==> src/rtl/ifetch_unit_pkg.sv <==
// Shared types and constants for the instruction fetch unit: queue entry layout,
// fetch FSM states, RISC-V opcodes used by the static predictor and immediate decoders.
package ifetch_unit_pkg;

  localparam int IQ_DEPTH_BIT_DEF = 3;

  localparam logic [6:0] OPC_JAL    = 7'b1101111;
  localparam logic [6:0] OPC_BRANCH = 7'b1100011;
  localparam logic [6:0] OPC_JALR   = 7'b1100111;

  typedef struct packed {
    logic [31:0] pc;
    logic [31:0] inst;
    logic        pred;
  } iq_entry_t;

  localparam int IQ_ENTRY_W = $bits(iq_entry_t);

  typedef enum logic {
    ST_RUN  = 1'b0,
    ST_WAIT = 1'b1
  } fetch_state_e;

  function automatic logic [31:0] imm_j(input logic [31:0] inst);
    return {{12{inst[31]}}, inst[19:12], inst[20], inst[30:21], 1'b0};
  endfunction

  function automatic logic [31:0] imm_b(input logic [31:0] inst);
    return {{20{inst[31]}}, inst[7], inst[30:25], inst[11:8], 1'b0};
  endfunction

endpackage

==> src/rtl/ifetch_unit_if.sv <==
// Fetch-unit bus: instruction port towards the memory unit and the queue head towards the decoder.
// master = fetch unit, slave = memory unit / decoder side.
interface ifetch_unit_if;

  logic [31:0] mem_pc;
  logic        mem_inst_req;
  logic        mem_inst_ready;
  logic [31:0] mem_inst;

  logic        dec_pop;
  logic        dec_valid;
  logic [31:0] dec_inst;
  logic [31:0] dec_pc;
  logic        dec_pred_taken;

  modport master (
    output mem_pc, mem_inst_req,
    input  mem_inst_ready, mem_inst,
    input  dec_pop,
    output dec_valid, dec_inst, dec_pc, dec_pred_taken
  );

  modport slave (
    input  mem_pc, mem_inst_req,
    output mem_inst_ready, mem_inst,
    output dec_pop,
    input  dec_valid, dec_inst, dec_pc, dec_pred_taken
  );

endinterface

==> src/rtl/ifetch_unit_inst_queue.sv <==
// In-order circular instruction queue: push at tail, pop at head, clear on flush.
// A full queue refuses a push even when a pop happens in the same cycle.
module ifetch_unit_inst_queue
  import ifetch_unit_pkg::*;
#(
  parameter int DEPTH_BIT = IQ_DEPTH_BIT_DEF
) (
  input  logic      clk_in,
  input  logic      rst_in,
  input  logic      en_i,
  input  logic      clear_i,
  input  logic      push_i,
  input  logic      pop_i,
  input  iq_entry_t data_i,
  output logic      full_o,
  output logic      empty_o,
  output iq_entry_t head_o
);

  localparam int DEPTH = 1 << DEPTH_BIT;

  logic [DEPTH_BIT-1:0] head_q, head_d;
  logic [DEPTH_BIT-1:0] tail_q, tail_d;
  logic [DEPTH_BIT:0]   count_q, count_d;
  iq_entry_t            mem_q [DEPTH];
  logic                 push_ok, pop_ok;

  assign full_o  = (count_q == (DEPTH_BIT+1)'(DEPTH));
  assign empty_o = (count_q == '0);
  assign push_ok = push_i && !full_o;
  assign pop_ok  = pop_i && !empty_o;
  assign head_o  = mem_q[head_q];

  always_comb begin
    // NOTE: every output gets a default first so no path leaves a variable unassigned (no latch).
    head_d  = head_q;
    tail_d  = tail_q;
    count_d = count_q;
    if (clear_i) begin
      head_d  = '0;
      tail_d  = '0;
      count_d = '0;
    end else begin
      if (push_ok) tail_d = tail_q + 1'b1;
      if (pop_ok)  head_d = head_q + 1'b1;
      case ({push_ok, pop_ok})
        2'b10:   count_d = count_q + 1'b1;
        2'b01:   count_d = count_q - 1'b1;
        default: count_d = count_q;
      endcase
    end
  end

  // NOTE: non-blocking assignments so every register samples pre-edge values regardless of block order.
  always_ff @(posedge clk_in) begin
    if (rst_in) begin
      head_q  <= '0;
      tail_q  <= '0;
      count_q <= '0;
    end else if (en_i) begin
      head_q  <= head_d;
      tail_q  <= tail_d;
      count_q <= count_d;
    end
  end

  // NOTE: storage is deliberately not reset; an entry is only visible once count_q covers it.
  always_ff @(posedge clk_in) begin
    if (en_i && !clear_i && push_ok) mem_q[tail_q] <= data_i;
  end

endmodule

==> src/rtl/ifetch_unit.sv <==
// Instruction fetch stage: PC register, RUN/WAIT fetch FSM, flush redirect and instruction queue.
// Define IFU_PREDICT_EN to enable static JAL/backward-branch prediction and stop-on-JALR.
module ifetch_unit
  import ifetch_unit_pkg::*;
#(
  parameter int          IQ_DEPTH_BIT = IQ_DEPTH_BIT_DEF,
  parameter logic [31:0] RESET_PC     = 32'h0
) (
  input  logic          clk_in,
  input  logic          rst_in,
  input  logic          rdy_in,
  input  logic          flush_in,
  input  logic [31:0]   flush_pc,
  ifetch_unit_if.master bus
);

  fetch_state_e state_q;
  logic [31:0]  pc_q;
  logic [31:0]  next_pc;
  logic         pred_taken;
  logic         stop_fetch;
  logic         fire;
  logic         iq_full, iq_empty;
  iq_entry_t    push_entry, iq_head;

  assign bus.mem_pc       = pc_q;
  assign bus.mem_inst_req = !rst_in && (state_q == ST_RUN) && !iq_full && !flush_in;
  assign fire             = bus.mem_inst_req && bus.mem_inst_ready;

  always_comb begin
    next_pc    = pc_q + 32'd4;
    pred_taken = 1'b0;
    stop_fetch = 1'b0;
`ifdef IFU_PREDICT_EN
    case (bus.mem_inst[6:0])
      OPC_JAL: begin
        next_pc    = pc_q + imm_j(bus.mem_inst);
        pred_taken = 1'b1;
      end
      OPC_BRANCH: begin
        // Backward branches (negative offset) are predicted taken.
        if (bus.mem_inst[31]) begin
          next_pc    = pc_q + imm_b(bus.mem_inst);
          pred_taken = 1'b1;
        end
      end
      OPC_JALR: stop_fetch = 1'b1;
      default:  stop_fetch = 1'b0;
    endcase
`endif
  end

  always_ff @(posedge clk_in) begin
    if (rst_in) begin
      pc_q    <= RESET_PC;
      state_q <= ST_RUN;
    end else if (rdy_in) begin
      if (flush_in) begin
        pc_q    <= flush_pc;
        state_q <= ST_RUN;
      end else if (fire) begin
        pc_q <= next_pc;
        if (stop_fetch) state_q <= ST_WAIT;
      end
    end
  end

  assign push_entry = '{pc: pc_q, inst: bus.mem_inst, pred: pred_taken};

  ifetch_unit_inst_queue #(
    .DEPTH_BIT (IQ_DEPTH_BIT)
  ) u_iq (
    .clk_in  (clk_in),
    .rst_in  (rst_in),
    .en_i    (rdy_in),
    .clear_i (flush_in),
    .push_i  (fire),
    .pop_i   (bus.dec_pop),
    .data_i  (push_entry),
    .full_o  (iq_full),
    .empty_o (iq_empty),
    .head_o  (iq_head)
  );

  assign bus.dec_valid      = !iq_empty;
  assign bus.dec_pc         = iq_head.pc;
  assign bus.dec_inst       = iq_head.inst;
  assign bus.dec_pred_taken = iq_head.pred;

endmodule
==> src/flat_wrapper.sv <==
// flat-port wrapper written by rule: the top's interface ports become plain ports
module ifetch_unit_flat import ifetch_unit_pkg::*;
#(
  parameter int          IQ_DEPTH_BIT = IQ_DEPTH_BIT_DEF,
  parameter logic [31:0] RESET_PC     = 32'h0
)
  (clk_in, rst_in, rdy_in, flush_in, flush_pc, bus_mem_pc, bus_mem_inst_req, bus_mem_inst_ready, bus_mem_inst, bus_dec_pop, bus_dec_valid, bus_dec_inst, bus_dec_pc, bus_dec_pred_taken);
  ifetch_unit_if bus_i ();
  input  logic clk_in;
  input  logic rst_in;
  input  logic rdy_in;
  input  logic flush_in;
  input  logic [31:0] flush_pc;
  output wire logic [$bits(bus_i.mem_pc)-1:0] bus_mem_pc;
  output wire logic [$bits(bus_i.mem_inst_req)-1:0] bus_mem_inst_req;
  input wire logic [$bits(bus_i.mem_inst_ready)-1:0] bus_mem_inst_ready;
  input wire logic [$bits(bus_i.mem_inst)-1:0] bus_mem_inst;
  input wire logic [$bits(bus_i.dec_pop)-1:0] bus_dec_pop;
  output wire logic [$bits(bus_i.dec_valid)-1:0] bus_dec_valid;
  output wire logic [$bits(bus_i.dec_inst)-1:0] bus_dec_inst;
  output wire logic [$bits(bus_i.dec_pc)-1:0] bus_dec_pc;
  output wire logic [$bits(bus_i.dec_pred_taken)-1:0] bus_dec_pred_taken;
  assign bus_mem_pc = bus_i.mem_pc;
  assign bus_mem_inst_req = bus_i.mem_inst_req;
  assign bus_i.mem_inst_ready = bus_mem_inst_ready;
  assign bus_i.mem_inst = bus_mem_inst;
  assign bus_i.dec_pop = bus_dec_pop;
  assign bus_dec_valid = bus_i.dec_valid;
  assign bus_dec_inst = bus_i.dec_inst;
  assign bus_dec_pc = bus_i.dec_pc;
  assign bus_dec_pred_taken = bus_i.dec_pred_taken;
  ifetch_unit #(.IQ_DEPTH_BIT(IQ_DEPTH_BIT), .RESET_PC(RESET_PC)) u_core (.clk_in(clk_in), .rst_in(rst_in), .rdy_in(rdy_in), .flush_in(flush_in), .flush_pc(flush_pc), .bus(bus_i));
endmodule
==> config.mk <==
export PLATFORM = sky130hd
export DESIGN_NAME = ifetch_unit_flat
export DESIGN_NICKNAME = d
export VERILOG_FILES = /design/src/rtl/ifetch_unit_pkg.sv /design/src/rtl/ifetch_unit_if.sv /design/src/rtl/ifetch_unit_inst_queue.sv /design/src/rtl/ifetch_unit.sv /design/src/flat_wrapper.sv
export SDC_FILE = /design/constraint.sdc
export NUM_CORES = 1
export LEC_CHECK = 0
export ABC_AREA = 1
export BUFFER_PORTS_ARGS = -buffer_cell sky130_fd_sc_hd__buf_2
export CAP_MARGIN = 5
export CORE_UTILIZATION = 60
export DETAILED_ROUTE_END_ITERATION = 16
export MAX_ROUTING_LAYER = met4
export PLACE_DENSITY = 0.78
export RECOVER_POWER = 25
export SLEW_MARGIN = 20
export SYNTH_ARGS = -nofsm -noshare
export SYNTH_HDL_FRONTEND = slang
export SYNTH_SLANG_ARGS = --single-unit
==> constraint.sdc <==
create_clock -name clk_in -period 7.8 [get_ports clk_in]
set_clock_uncertainty 0.1 [all_clocks]
set_input_delay 1.56 -clock clk_in [delete_from_list [all_inputs] [get_ports clk_in]]
set_output_delay 1.56 -clock clk_in [all_outputs]
set_load 0.01 [all_outputs]
## After elaboration in Yosys (flattened, before gate mapping)

Memory sizes are Yosys's and may differ from the RTL's. A register that Yosys moved wholly into a read port is not among the register bits.
Index checks and enable logic that the tools add are counted.

- Register bits: 42
- RAM bits: 512
- Bits of input ports: 70
- Output and inout bits: 99
- Word-level logic and storage cells: 45
- Memories: 1

- Add/sub/neg operators: 5
- Equal/unequal tests: 3
- Mux-type cells: 12
- Reductions and logical operators: 20

Memory list:

| name | words | bits a word | rd ports | clocked after Yosys merged registers in | wr ports | line | source |
|---|---|---|---|---|---|---|---|
| u_core.u_iq.mem_q | 8 | 64 | 1 | 1 | 1 | ifetch_unit_inst_queue.sv:25 | `iq_entry_t mem_q [DEPTH];` |

Operators with widths:

| operator | number |
|---|---|
| $mux W32 | 2 |
| $add A32 B3 Y32 const B | 1 |
| $mux W3 | 6 |
| $pmux W4 S2 | 1 |
| $reduce_and A2 Y1 | 4 |
| $logic_and A1 B1 Y1 | 7 |
| $add A3 B1 Y3 const B | 2 |
| $reduce_bool A2 Y1 | 3 |
| $add A4 B1 Y4 const B | 1 |
| $eq A4 B4 Y1 const B | 1 |
| $logic_not A1 Y1 | 4 |
| $logic_not A4 Y1 | 1 |
| $mux W4 | 1 |
| $sub A4 B1 Y4 const B | 1 |
| $reduce_bool A3 Y1 | 1 |
| $eq A2 B1 Y1 const B | 1 |
| $eq A2 B2 Y1 const B | 1 |
| $mux W1 | 2 |

## Longest topological paths before layout

- Word-level depth: 9
- Depth in mapped cells: 14
- Depth with buffers taken out: 14

## Cells and area by module

Synthesis repeated with hierarchy kept, for this count alone.

- Cells, all modules: 1975
- Area total of the unflattened synthesis: 23231.0 sq um

Modules (own cells, without submodules):

| module | instances | cells each | area each (sq um) | seq. area each (sq um) |
|---|---|---|---|---|
| ifetch_unit_inst_queue | 1 | 1576 | 20862.5 | 15875.2 |
| ifetch_unit | 1 | 399 | 2368.5 | 640.6 |

## Worst setup path after synthesis

OpenSTA, ideal clock, no wires.

- Kind: input -> register
- From: input flush_in
- To: memory u_core.u_iq.mem_q[6][0] (netlist bit) (enable)
- Setup time: 0.565 ns
- Arrival time: 6.627 ns
- Data required time: 7.135 ns
- Path slack: 0.508 ns
- Cell stages on the path: 6
- Path buffers: 0
- Path through: nor2_2 -> a21boi_2 -> nand3_2 -> inv_1 -> nand2_1 -> nor3_1

- Cells in the longest elaborated chain, start to end: 7
- Elaborated cells between the ends (all ways): 8
- Classes of those cells: mux: 2; reduce/logical: 6

RTL lines:

| element | line | source |
|---|---|---|
| start, declared | flat_wrapper.sv:12 | `input logic flush_in;` |
| $logic_not A1 Y1 | ifetch_unit.sv:27 | `assign bus.mem_inst_req = !rst_in && (state_q == ST_RUN) && !iq_full && !flush_in;` |
| $logic_and A1 B1 Y1 | ifetch_unit.sv:27 |  |
| via bus_mem_inst_req | flat_wrapper.sv:15 | `output wire logic [$bits(bus_i.mem_inst_req)-1:0] bus_mem_inst_req;` |
| $logic_and A1 B1 Y1 | ifetch_unit.sv:28 | `assign fire = bus.mem_inst_req && bus.mem_inst_ready;` |
| $logic_and A1 B1 Y1 | ifetch_unit_inst_queue.sv:30 | `assign push_ok = push_i && !full_o;` |
| $logic_and A1 B1 Y1 | ifetch_unit_inst_queue.sv:69 | `if (en_i && !clear_i && push_ok) mem_q[tail_q] <= data_i;` |
| $mux W1 | ifetch_unit_inst_queue.sv:69 |  |
| $mux W1 (implied by the code) | ifetch_unit_inst_queue.sv:69 |  |
| end, declared | ifetch_unit_inst_queue.sv:25 |  |

The timed path passes the listed nets, and every way through them passes these cells.

==> impl_metrics.yaml <==
run_status:
  status: "complete, no violations"
sta:
  slew_viol_final: 0
  post-route-period-util_pct: 67.6
  finalHoldViolCount: 0
  tightest_slew_ns: 1.12
  setup_tns_ns: 0
  clock.fmax_mhz: 190
  slew-limit-headroom_pct: 25.2
  setup-violations-final: 0
  final_period_minus_worst_setup_slack_ns: 5.27
  grt_setup_unrepaired: "no"
worst_setup_path:
  worstReg2RegStart: "u_core.u_iq.count_q[1]$_SDFFE_PP0P_"
  r2r_setup_slack_ns: 4.75
  cp_data_arrival_time_ns: 3.61
  path_max_fanout: 92
  cp-end-kind: "primary output"
  critPathKind: "flip-flop to primary output"
  worstSetupEndpoint: "bus_dec_pc[16]"
  crit_path_start_kind: "flip-flop"
  r2r_path_end: "u_core.u_iq.mem_q[4][43]$_DFFE_PP_"
  ff2ff_path_depth: 7
  required_ns: 6.14
clock_tree:
  worst_setup_hold_path_clk_slew_ns: 0.06
  post_cts_buffers: 0
  cts_tree: "yes"
  root_buffer_cell: "clkbuf_16"
  cts_max_path_buffers: 3
  cts_htree_levels: 2
  clock_sink_count: 557
  resized_cells_post_cts: 0
  post_cts_hold_buffer_count: 0
  cts_made_buffers: 54
  clock_insertion_delay_worst_skew_ns: 0.59
routing:
  wire_per_inst_um: 20.6
  drt_first_iter_violations: 1509
  drt_first_pass_iters: 5
  top_layer_used: "met4"
  met3RoutedLength_mm: 4.60
  antenna_left: 0
  routed_wl_mm: 52.6
  total_routed_wire_length_on_the_met1_layer_mm: 21.2
  total_vias_in_the_final_route: 15500
  met2WireLength_mm: 25.6
  vias_per_cell: 6.07
  post-route-drc-count: 0
die:
  io_pins: 169
  die_h_um: 196
  die_boundary_width_um: 196
  dieArea_mm2: 0.0383
  design.core.area_mm2: 0.0368
  initial_util_pct: 61.2
  floorplan.rows: 70
global_route:
  grt_first_pass_wirelength_mm: 81.2
  globalRouteTotalUtil_pct: 28.3
  first_global_vias: 15000
  grt_antenna_before_repair: 0
  largest_net_degree_at_the_start_of_global_routing: 142
  gr_overflow_total: 0
yosys:
  syn_area_mm2: 0.0225
  synth_edf_count: 512
  synth_cell_type_count: 44
  post_synth.cell_area_avg_um2: 11.8
  yosys.cell_count.top_type: "nor2_1"
  synth.net_count: 1990
  yosys_register_bits: 557
  synth_flop_cell: "edfxtp_1"
  synth_seq_area_share_pct: 72.3
  yosysWarnings: 0
  synth_top_area_share_pct: 68.3
  asyncSetResetFlopFracSynth_pct: 0
  synth.cells.most_frequent: "515 x nor2_1, 512 x edfxtp_1, 271 x o21ai_0"
  synth_top_cells_by_area: "edfxtp_1 68%, nor2_1 8.6%, o21ai_0 6.0%"
  synth_area_leader_cell: "edfxtp_1"
  syn_inst: 1915
power:
  peakVddDrop_v: 0.000170
  powerDensity_mw_per_mm2: 243
  p_leak_nw: 8.81
job:
  max_cap_violations: 0
hold_path:
  worst_hold_check_path_type: "flip-flop to flip-flop"
  worstHoldPathCells: 2
finish:
  utilization_pct: 69.1
  fin_area_mm2: 0.0254
  post_route_cells_drive_above_1_share_pct: 14.2
  fin_cells: 2552
  areaGrowthSynthToFinish_pct: 13.0
  fin_nets: 2115
  antenna_cells: 0
placed_design:
  place_area_mm2: 0.0236
  dp_cells: 2452
  finalWeightedCongestion: 0.915
  dpl.hpwl_mm: 28.2
  io_buffer_count: 167
[metal layers]
layer	track usage (%)	up-vias
li1	-	7125
met1	37.9	7476
met2	45.5	788
met3	3.75	94
met4	9.55	0
met5	-	-
[cells by family (layout without fill, tap and decap cells)]
family | count (synthesis) | count (layout) | synth area share (%)
other | 1 | 1 | 0.0167
adders and majority gates | 5 | 5 | 0.278
and+or+nand+nor | 719 | 719 | 12.8
xor gates and xnor gates | 5 | 5 | 0.194
AOI/OAI and AO/OA | 465 | 465 | 11.3
DFF | 557 | 557 | 72.3
buffers and inverters | 163 | 332 | 3.13
[critical path, stage by stage, from the launching register on]
cell     delay [ns]
dfxtp_4        0.54
inv_4          0.85
buf_4          0.54
o21ai_0        0.19
o22ai_1        0.18
nor2_1         0.06
a31oi_1        0.34
buf_2          0.21
[power by group]
group          total, W  internal (W)  leakage [nW]  switching, W
sequential      0.00332       0.00328          4.96     0.0000427
combinational  0.000241     0.0000767          2.96      0.000164
clock           0.00263       0.00155         0.888       0.00108
[registers in the layout (all words and copies together) (netlist names), named ones only]
| signal | cells |
|---|---|
| u_core.u_iq.count_q | 4 |
| u_core.u_iq.tail_q | 3 |
| u_core.u_iq.head_q | 3 |
| u_core.bus.mem_pc | 32 |
| u_core.u_iq.mem_q | 512 |
[worst min path at each step]
stage | startpoint | to
CTS | u_core.u_iq.tail_q[0]$_SDFFE_PP0P_ | u_core.u_iq.tail_q[0]$_SDFFE_PP0P_
global placement | u_core.u_iq.tail_q[0]$_SDFFE_PP0P_ | u_core.u_iq.tail_q[0]$_SDFFE_PP0P_
global route | u_core.u_iq.tail_q[0]$_SDFFE_PP0P_ | u_core.u_iq.tail_q[0]$_SDFFE_PP0P_
detailed placement | u_core.u_iq.tail_q[0]$_SDFFE_PP0P_ | u_core.u_iq.tail_q[0]$_SDFFE_PP0P_
floorplan | u_core.u_iq.tail_q[0]$_SDFFE_PP0P_ | u_core.u_iq.tail_q[0]$_SDFFE_PP0P_
finish | u_core.u_iq.tail_q[0]$_SDFFE_PP0P_ | u_core.u_iq.tail_q[0]$_SDFFE_PP0P_
[stage by stage]
| stage | setup slack [ns] | power, W | hold WS, ns |
|---|---|---|---|
| floorplan | 0.508 | 0.00351 | 0.358 |
| global placement | 2.99 | 0.00361 | 0.374 |
| detailed placement | 3.15 | 0.00362 | 0.376 |
| CTS | 2.56 | 0.00621 | 0.386 |
| global route | 2.34 | 0.00634 | 0.423 |
| finish | 2.53 | 0.00618 | 0.388 |
[cells in the final DEF, fill, tap and decap left out, drive strengths merged]
cell,netlist,routed
a211oi,6,6
edfxtp,512,512
nand3b,8,8
ha,5,5
nand2,128,128
nor2,522,522
o21ai,280,280
nor3,10,10
clkbuf,65,74
clkinv,0,20
a311oi,1,1
clkinvlp,0,3
o21a,1,1
a21oi,36,36
nand4,11,11
conb,1,1
or2,4,4
xnor2,1,1
and3,1,1
a31oi,67,67
o31ai,1,1
bufinv,0,6
xor2,4,4
o211ai,4,4
nor3b,1,1
nand3,34,34
o22ai,66,66
inv,47,50
dfxtp,45,45
a32o,1,1
a21boi,1,1
o32ai,1,1
buf,51,179
[cell type report]
cell class,instances,area [µm²]
clock buffer,68,1490
clock inverter,32,323
fill,2523,11300
inverter,47,186
multi-input combinational,1195,5590
sequential,557,16300
tap,468,586
timing repair buffer,185,983
Note: power is estimated with default switching activity, not from simulation.
